[src/rtl/nibble_serial_adder32.sv]
// nibble_serial_adder32
//   Multi-cycle adder: one 4-bit carry-lookahead slice is reused once per
//   clock, LSB nibble first, with the slice carry-out held in a register
//   between cycles. A WIDTH-bit add takes WIDTH/4 cycles after the start edge.
//
// Ports
//   clk      rising-edge clock
//   reset_n  asynchronous active-low reset
//   start    request; accepted only in IDLE or DONE
//   a, b     operands, sampled on the accepting edge only
//   ci       carry-in, sampled on the accepting edge only
//   busy     high while nibbles are being processed
//   done     one-cycle pulse; s/co/ovf valid from this cycle onward
//   s        sum a+b+ci mod 2^WIDTH
//   co       unsigned carry-out of the MSB
//   ovf      signed overflow (carry into MSB xor carry out of MSB)
//
// state | meaning
// ------+-----------------------------------------------------------
// IDLE  | waiting for start; s/co/ovf hold the last result
// RUN   | one nibble per cycle, cnt selects the nibble
// DONE  | result complete, done pulse; start here chains the next op

module nibble_serial_adder32 #(
  parameter int WIDTH = 32
) (
  input  logic             clk,
  input  logic             reset_n,
  input  logic             start,
  input  logic [WIDTH-1:0] a,
  input  logic [WIDTH-1:0] b,
  input  logic             ci,
  output logic             busy,
  output logic             done,
  output logic [WIDTH-1:0] s,
  output logic             co,
  output logic             ovf
);

  localparam int NIB = WIDTH / 4;
  localparam int CW  = (NIB > 1) ? $clog2(NIB) : 1;
  localparam logic [CW-1:0] LAST = CW'(NIB - 1);

  typedef enum logic [1:0] {
    IDLE = 2'd0,
    RUN  = 2'd1,
    DONE = 2'd2
  } state_t;

  state_t           state_q, state_d;
  logic [WIDTH-1:0] a_q, a_d;
  logic [WIDTH-1:0] b_q, b_d;
  logic             carry_q, carry_d;
  logic [CW-1:0]    cnt_q, cnt_d;
  logic [WIDTH-1:0] s_q, s_d;
  logic             co_q, co_d;
  logic             ovf_q, ovf_d;

  // nibble slice
  logic [CW+1:0] base;
  logic [3:0]    a_nib, b_nib, g, p, sum_nib;
  logic [4:0]    c;

  always_comb begin
    base  = {cnt_q, 2'b00};
    a_nib = a_q[base +: 4];
    b_nib = b_q[base +: 4];
    g     = a_nib & b_nib;
    p     = a_nib | b_nib;
    c[0]  = carry_q;
    // every carry is a flat sum-of-products of g/p and c0, no ripple
    c[1]  = g[0] | (p[0] & c[0]);
    c[2]  = g[1] | (p[1] & g[0]) | (p[1] & p[0] & c[0]);
    c[3]  = g[2] | (p[2] & g[1]) | (p[2] & p[1] & g[0])
          | (p[2] & p[1] & p[0] & c[0]);
    c[4]  = g[3] | (p[3] & g[2]) | (p[3] & p[2] & g[1])
          | (p[3] & p[2] & p[1] & g[0])
          | (p[3] & p[2] & p[1] & p[0] & c[0]);
    sum_nib = a_nib ^ b_nib ^ c[3:0];
  end

  always_comb begin
    state_d = state_q;
    a_d     = a_q;
    b_d     = b_q;
    carry_d = carry_q;
    cnt_d   = cnt_q;
    s_d     = s_q;
    co_d    = co_q;
    ovf_d   = ovf_q;
    case (state_q)
      IDLE, DONE: begin
        if (start) begin
          a_d     = a;
          b_d     = b;
          carry_d = ci;
          cnt_d   = '0;
          s_d     = '0;
          co_d    = 1'b0;
          ovf_d   = 1'b0;
          state_d = RUN;
        end else begin
          state_d = IDLE;
        end
      end
      RUN: begin
        s_d[base +: 4] = sum_nib;
        carry_d        = c[4];
        cnt_d          = cnt_q + CW'(1);
        if (cnt_q == LAST) begin
          co_d    = c[4];
          ovf_d   = c[3] ^ c[4];
          state_d = DONE;
        end
      end
      default: state_d = IDLE;
    endcase
  end

  always_ff @(posedge clk or negedge reset_n) begin
    if (!reset_n) begin
      state_q <= IDLE;
      a_q     <= '0;
      b_q     <= '0;
      carry_q <= 1'b0;
      cnt_q   <= '0;
      s_q     <= '0;
      co_q    <= 1'b0;
      ovf_q   <= 1'b0;
    end else begin
      state_q <= state_d;
      a_q     <= a_d;
      b_q     <= b_d;
      carry_q <= carry_d;
      cnt_q   <= cnt_d;
      s_q     <= s_d;
      co_q    <= co_d;
      ovf_q   <= ovf_d;
    end
  end

  assign busy = (state_q == RUN);
  assign done = (state_q == DONE);
  assign s    = s_q;
  assign co   = co_q;
  assign ovf  = ovf_q;

endmodule

[config.mk]
export PLATFORM = sky130hd
export DESIGN_NAME = nibble_serial_adder32
export DESIGN_NICKNAME = d
export VERILOG_FILES = /design/src/rtl/nibble_serial_adder32.sv
export SDC_FILE = /design/constraint.sdc
export NUM_CORES = 1
export LEC_CHECK = 0
export BUFFER_PORTS_ARGS = -buffer_cell sky130_fd_sc_hd__buf_2
export CORE_MARGIN = 2
export CORE_UTILIZATION = 30
export CTS_CLUSTER_SIZE = 8
export DETAILED_ROUTE_END_ITERATION = 10
export HOLD_SLACK_MARGIN = 0.15
export SETUP_SLACK_MARGIN = 0.5
export SLEW_MARGIN = 10
export SYNTH_ARGS = -nofsm -noshare
export SYNTH_HDL_FRONTEND = slang
export SYNTH_SLANG_ARGS = --single-unit
[constraint.sdc]
create_clock -name clk -period 3.7 [get_ports clk]
set_input_delay 0.555 -clock clk [delete_from_list [all_inputs] [get_ports clk]]
set_output_delay 0.555 -clock clk [all_outputs]
set_load 0.05 [all_outputs]
Word level (Yosys, flattened, before mapping)
Index checks and enable logic that the tools add are counted.
{ "op_classes": {"reduce_logical": 6, "bitwise": 31, "n_shift": 4, "mux": 15, "addsub": 2, "n_eq_ne": 5} }
{ "op_table": {"columns": ["operator", "n"], "rows": [
  ["32-bit case mux with 2 select lines", 1],
  ["32-bit by 6-bit indexed part select with 4-bit output", 2],
  ["32-bit bitwise mux", 1],
  ["32-bit 2-to-1 mux", 1],
  ["4-bit by 7-bit variable shift with 32-bit output, first input constant", 1],
  ["4-bit by 7-bit indexed part select with 32-bit output", 1],
  ["1-bit AND", 16],
  ["1-bit bitwise OR", 10],
  ["4-bit bitwise XOR", 2],
  ["5-bit negator with 7-bit output", 1],
  ["1-bit case mux with 2 select lines", 3],
  ["3-bit case mux with 2 select lines", 1],
  ["1-bit 2-to-1 mux", 5],
  ["4-bit AND", 1],
  ["4-bit bitwise OR", 1],
  ["2-bit case mux with 2 select lines", 1],
  ["2-bit AND reduction", 2],
  ["3-bit by 1-bit adder with 3-bit output, second input constant", 1],
  ["3-bit equality test, second input constant", 1],
  ["3-bit 2-to-1 mux", 1],
  ["3-bit AND reduction", 1],
  ["2-bit by 1-bit equality test with 1-bit output, second input constant", 1],
  ["2-bit equality test, second input constant", 1],
  ["2-bit logical NOT", 1],
  ["6 further kinds", 6]
]} }
{ "totals": {"inputBits": 68, "output_inout_bits": 36, "register_bits": 104} }

Longest topological paths before layout
{ "logic_depth": {"word_depth": 10, "mapped_depth": 11, "ltp_nobuf": 9} }

Worst setup path before layout
Ideal clock, no wire load.
{ "synth_timing": {"path_type": "flip-flop to flip-flop", "from": "reg cnt_q[0]", "to": "reg s_q[11] (netlist: s[11])", "setup_time_ps": 151, "arrival_ps": 2623, "path_buffers": 1, "required_ps": 3549, "period_less_slack_ps": 2774, "path_stages_with_launch": 11, "setup_slack_ps": 926, "path_cell_list": "dfrtp_1 -> buf_2 -> mux4_2 -> nand2_1 -> and2_1 -> inv_1 -> ha_1 -> nor2b_1 -> a211oi_2 -> nor3_1 -> o41ai_1"} }
{ "synth_via": {"elab_chain_cells": 10, "word_cells_on_any_way": 26, "cone_classes": "1 x add/sub; 4 x shift; 2 x mux; 19 x bitwise"} }
{ "synth_rtl": {"columns": ["item", "line", "rtl"], "rows": [
  ["start, declared", "54", "logic [CW-1:0] cnt_q, cnt_d;"],
  ["start signal, assigned", "135", "cnt_q <= cnt_d;"],
  ["32-bit by 6-bit indexed part select with 4-bit output, on equally long branches", "66, 67", null],
  ["4-bit bitwise OR / 4-bit AND (equally long branches)", "69, 68", null],
  ["1-bit AND, on equally long branches", "74, 75", null],
  ["1-bit bitwise OR, or another cell as far along", "74", "c[3] = g[2] | (p[2] & g[1]) | (p[2] & p[1] & g[0])"],
  ["1-bit bitwise OR / 1-bit AND (equally long branches)", "74, 75", null],
  ["1-bit bitwise OR", "75", "| (p[2] & p[1] & p[0] & c[0]);"],
  ["4-bit bitwise XOR", "79", "sum_nib = a_nib ^ b_nib ^ c[3:0];"],
  ["4-bit by 7-bit indexed part select with 32-bit output", "107", "s_d[base +: 4] = sum_nib;"],
  ["32-bit bitwise mux (*)", "107", null],
  ["32-bit case mux with 2 select lines (*)", "91", "case (state_q)"],
  ["end signal, assigned", "127", "s_q <= '0;"],
  ["end signal, assigned", "136", "s_q <= s_d;"],
  ["end, declared", "55", "logic [WIDTH-1:0] s_q, s_d;"]
]} }
Mark *: on every way between the ends. The rest lies on a longest branch, timed or not.
A chain may end at the register's enable or synchronous reset.

Final worst setup path
{ "layout_timing": {"from": "reg cnt_q[0]", "to": "reg s_q[5] (netlist: s[5])"} }
The elaborated chain is that of the path after synthesis.

==> impl_metrics.csv <==
group,metric,value,unit
floorplan,rows,46,
final_layout,nFillCells,1662,
final_layout,fin_cells,813,
routing,routed_wl,11.9,mm
power_and_ir_drop,power_density,1030,nW/um^2
floorplan,die_y,131,um
floorplan,dieWidth,131,um
setup_path,crit_chain,"buf_4 > mux4_2 > nand2_1 > and2_1 > inv_1 > fa_1 > xor2_1 > a22o_1",
clocking,clock_latency,0.35,ns
clocking,cts-htree-levels,3,
outcome,status,"finished, final reports clean",
floorplan,io_pins,104,
routing,drc_errors,0,
timing,hold_violations,0,
setup_path,crit_path_end_kind,"register",
timing,min_period_over_period,0.791,
timing,rsz0062_at_grt,"false",
setup_path,critPathMaxStageDelay,0.57,ns
final_layout,antenna_cells,0,
logic_synthesis,synth_fp_nets,581,
setup_path,cp.arrival,3.22,ns
worst_hold_path,min_path_type,"input pin to async pin",
clocking,numCtsBuffers,9,
power_and_ir_drop,vdd_drop_max,455,uV
setup_path,reg2regPathDepth,8,
routing,vias,3757,
timing,slew_headroom,0.318,
setup_path,path_buf_inv,2,
logic_synthesis,ys_warn_count,0,
timing,setup_ws,0.775,ns
placed_design,routabilityCongestion,0.780,
clocking,clock-sinks,104,
logic_synthesis,synth_ff_type,"dfrtp_1",
timing,drv_slew,0,
clocking,clk_path_buf_depth,2,
routing,antenna_left,0,
logic_synthesis,postSynthCellCount,496,
global_routing,grt.total_usage,0.148,
routing,drt_iter0_drc,190,
setup_path,critical_path.max_fanout,26,
setup_path,cpMaxStageDelayCell,"xor2_1",
power_and_ir_drop,power.leakage,0.00311,uW
clocking,cts_tree,"yes",
setup_path,required,3.99,ns
global_routing,grt_pass1_wl,20.2,mm
logic_synthesis,synth_area_leader_cell,"dfrtp_1",
flow_run,drv_cap,0,
timing,finalSetupViolations,0,
logic_synthesis,async_flop_share,1.00,
final_layout,drive_gt1_frac,0.246,
floorplan,core_area,15900,um^2
setup_path,path_class,"register to register",
routing,viasPerCell,4.62,
global_routing,grt_overflow,0,
placed_design,pre_cts_ws,0.386,ns
placed_design,portBuffers,103,
logic_synthesis,synth_area_per_cell,9.82,um^2
setup_path,crit_family,"XOR/XNOR gates",
logic_synthesis,synth_cell_types,41,
timing,period_needed,2.93,ns
timing,tns,0,ns
logic_synthesis,synth_area_leaders,"dfrtp_1 (53%), nand2_1 (17%), mux4_2 (7.4%)",
routing,dr.pass1.iters,4,
placed_design,dp.cells,797,
final_layout,area_growth,21.5,%
floorplan,start_util,0.307,
logic_synthesis,synth-edff-count,0,
logic_synthesis,syn_area,4870,um^2
timing,finalClockSkew,0.00680,ns
logic_synthesis,seq_area_frac_synth,0.534,
timing,worstMarginPinSlew,1.02,ns
final_layout,nNetsFinal,677,
floorplan,fp.dieArea,17300,um^2
global_routing,antenna_found_initial,0,
setup_path,path_depth,8,
global_routing,grt_pass1_vias,3933,
clocking,cts-root-buf,"clkbuf_16",
setup_path,reg2reg_slack,0.77,ns
clocking,clkSlewWorstSetupHoldPaths,0.07,ns
logic_synthesis,yosys.area.top_type_share,0.534,
logic_synthesis,synth_seq_cells,104,
setup_path,critical_path.startpoint_type,"register",
global_routing,grt_max_degree,55,
placed_design,dp_hpwl,8.88,mm
clocking,holdBufCountCts,0,
timing,max_freq,0.342,GHz
routing,wl_per_cell,14.7,um
## state kept, by name, summed over array words and instances (netlist names)
name and count:
a_q 32, b_q 32, carry_q 1, cnt_q 3, co 1, ovf 1, s 32, state_q 2
## worst register-to-register path, stage by stage (launching register included)
cell and delay (ns):
dfrtp_1 0.32, buf_4 0.38, mux4_2 0.57, nand2_1 0.07, and2_1 0.18, inv_1 0.10, fa_1 0.45, xor2_1 0.57
a22o_1 0.23
## report_power, final
| part | switching, uW | total (uW) | internal, uW |
|---|---|---|---|
| Sequential | 334 | 1970 | 1630 |
| Clock | 412 | 937 | 525 |
| Combinational | 2080 | 3180 | 1100 |
| Total | 2830 | 6090 | 3260 |
## synthesized netlist by cell type, drive strengths merged (2+ instances only)
master,instances
a22o,20
a22oi,3
a31oi,6
and2,10
buf,11
clkbuf,12
dfrtp,104
ha,16
inv,13
mux2,2
mux4,16
nand2,218
nand2b,5
nand3,7
nand3b,2
nor2,14
nor2b,4
o21ai,5
o31ai,2
o41ai,6
or4b,2
xor2,2
## routing by layer
| metal | part of all wire | vias to the layer above | GRT usage |
|---|---|---|---|
| li1 | - | 1840 | - |
| met2 | 0.48 | 88 | 0.237 |
| met3 | 0.044 | 10 | 0.0359 |
| met4 | 0.013 | 0 | 0.0489 |
| met5 | 0 | - | 0 |
| met1 | 0.46 | 1819 | 0.196 |
## cells by family (layout without fill, tap and decap cells)
kind of cell,Yosys count,count (layout),share of synthesized area
and+or+nand+nor,268,268,0.227
DFF,104,104,0.534
AOI/OAI and AO/OA,49,49,0.0794
buffers and inverters,37,138,0.0301
muxes,18,18,0.0786
adders and majority gates,17,17,0.0452
xor gates and xnor gates,3,3,0.00540
## cell type report
| class | count | area (um^2) | share of cell area |
|---|---|---|---|
| clock buffer | 11 | 233 | 0.0393 |
| clock inverter | 5 | 56.3 | 0.00952 |
| inverter | 14 | 52.6 | 0.00889 |
| multi-input combinational | 355 | 2140 | 0.362 |
| sequential | 104 | 2600 | 0.440 |
| tap | 216 | 270 | 0.0457 |
| timing repair buffer | 108 | 556 | 0.0939 |
## metrics by stage
step	utilization	instance area (um^2)	hold slack [ns]	power, uW
final	0.372	5910	0.190	6090
after global routing	0.372	5910	0.231	6590
after CTS	0.372	5900	0.203	6130
after detailed placement	0.353	5610	0.458	5170
after global placement	0.353	5610	0.456	5060
after floorplan	-	4870	0.259	4270
## path summary, 6_finish.rpt
kind | start | to
max | cnt_q[0] | s[5]
min | reset_n | b_q[5]
max reg2reg | cnt_q[0] | s[5]
min reg2reg | b_q[26] | b_q[26]
max in group asynchronous | reset_n | cnt_q[1]
min in group clk | b[5] | b_q[5]
## repair_timing
item / in CTS / in global routing
pin swaps: 0 / 0
endpoints found under the setup margin: 15 / 16
gates resized for setup: 1 / 2
buffers inserted: 0 / 0
## placed cells by master (no fill, tap or decap), types with 2 or more instances in the layout
cell         n
o41ai_1      6
a31oi_1      6
clkbuf_1     2
dfrtp_1    103
buf_4        6
nor2b_1      3
o31ai_1      2
inv_1       13
nand2b_1     4
nand2_1    218
or4b_1       2
ha_1        16
a22oi_1      3
clkinv_2     2
mux4_2      16
o21ai_0      5
buf_2      102
nor2_1      14
clkbuf_16    9
nand3_1      7
a22o_1      20
and2_1      10
No activity file was read; power rests on OpenSTA's default activity.
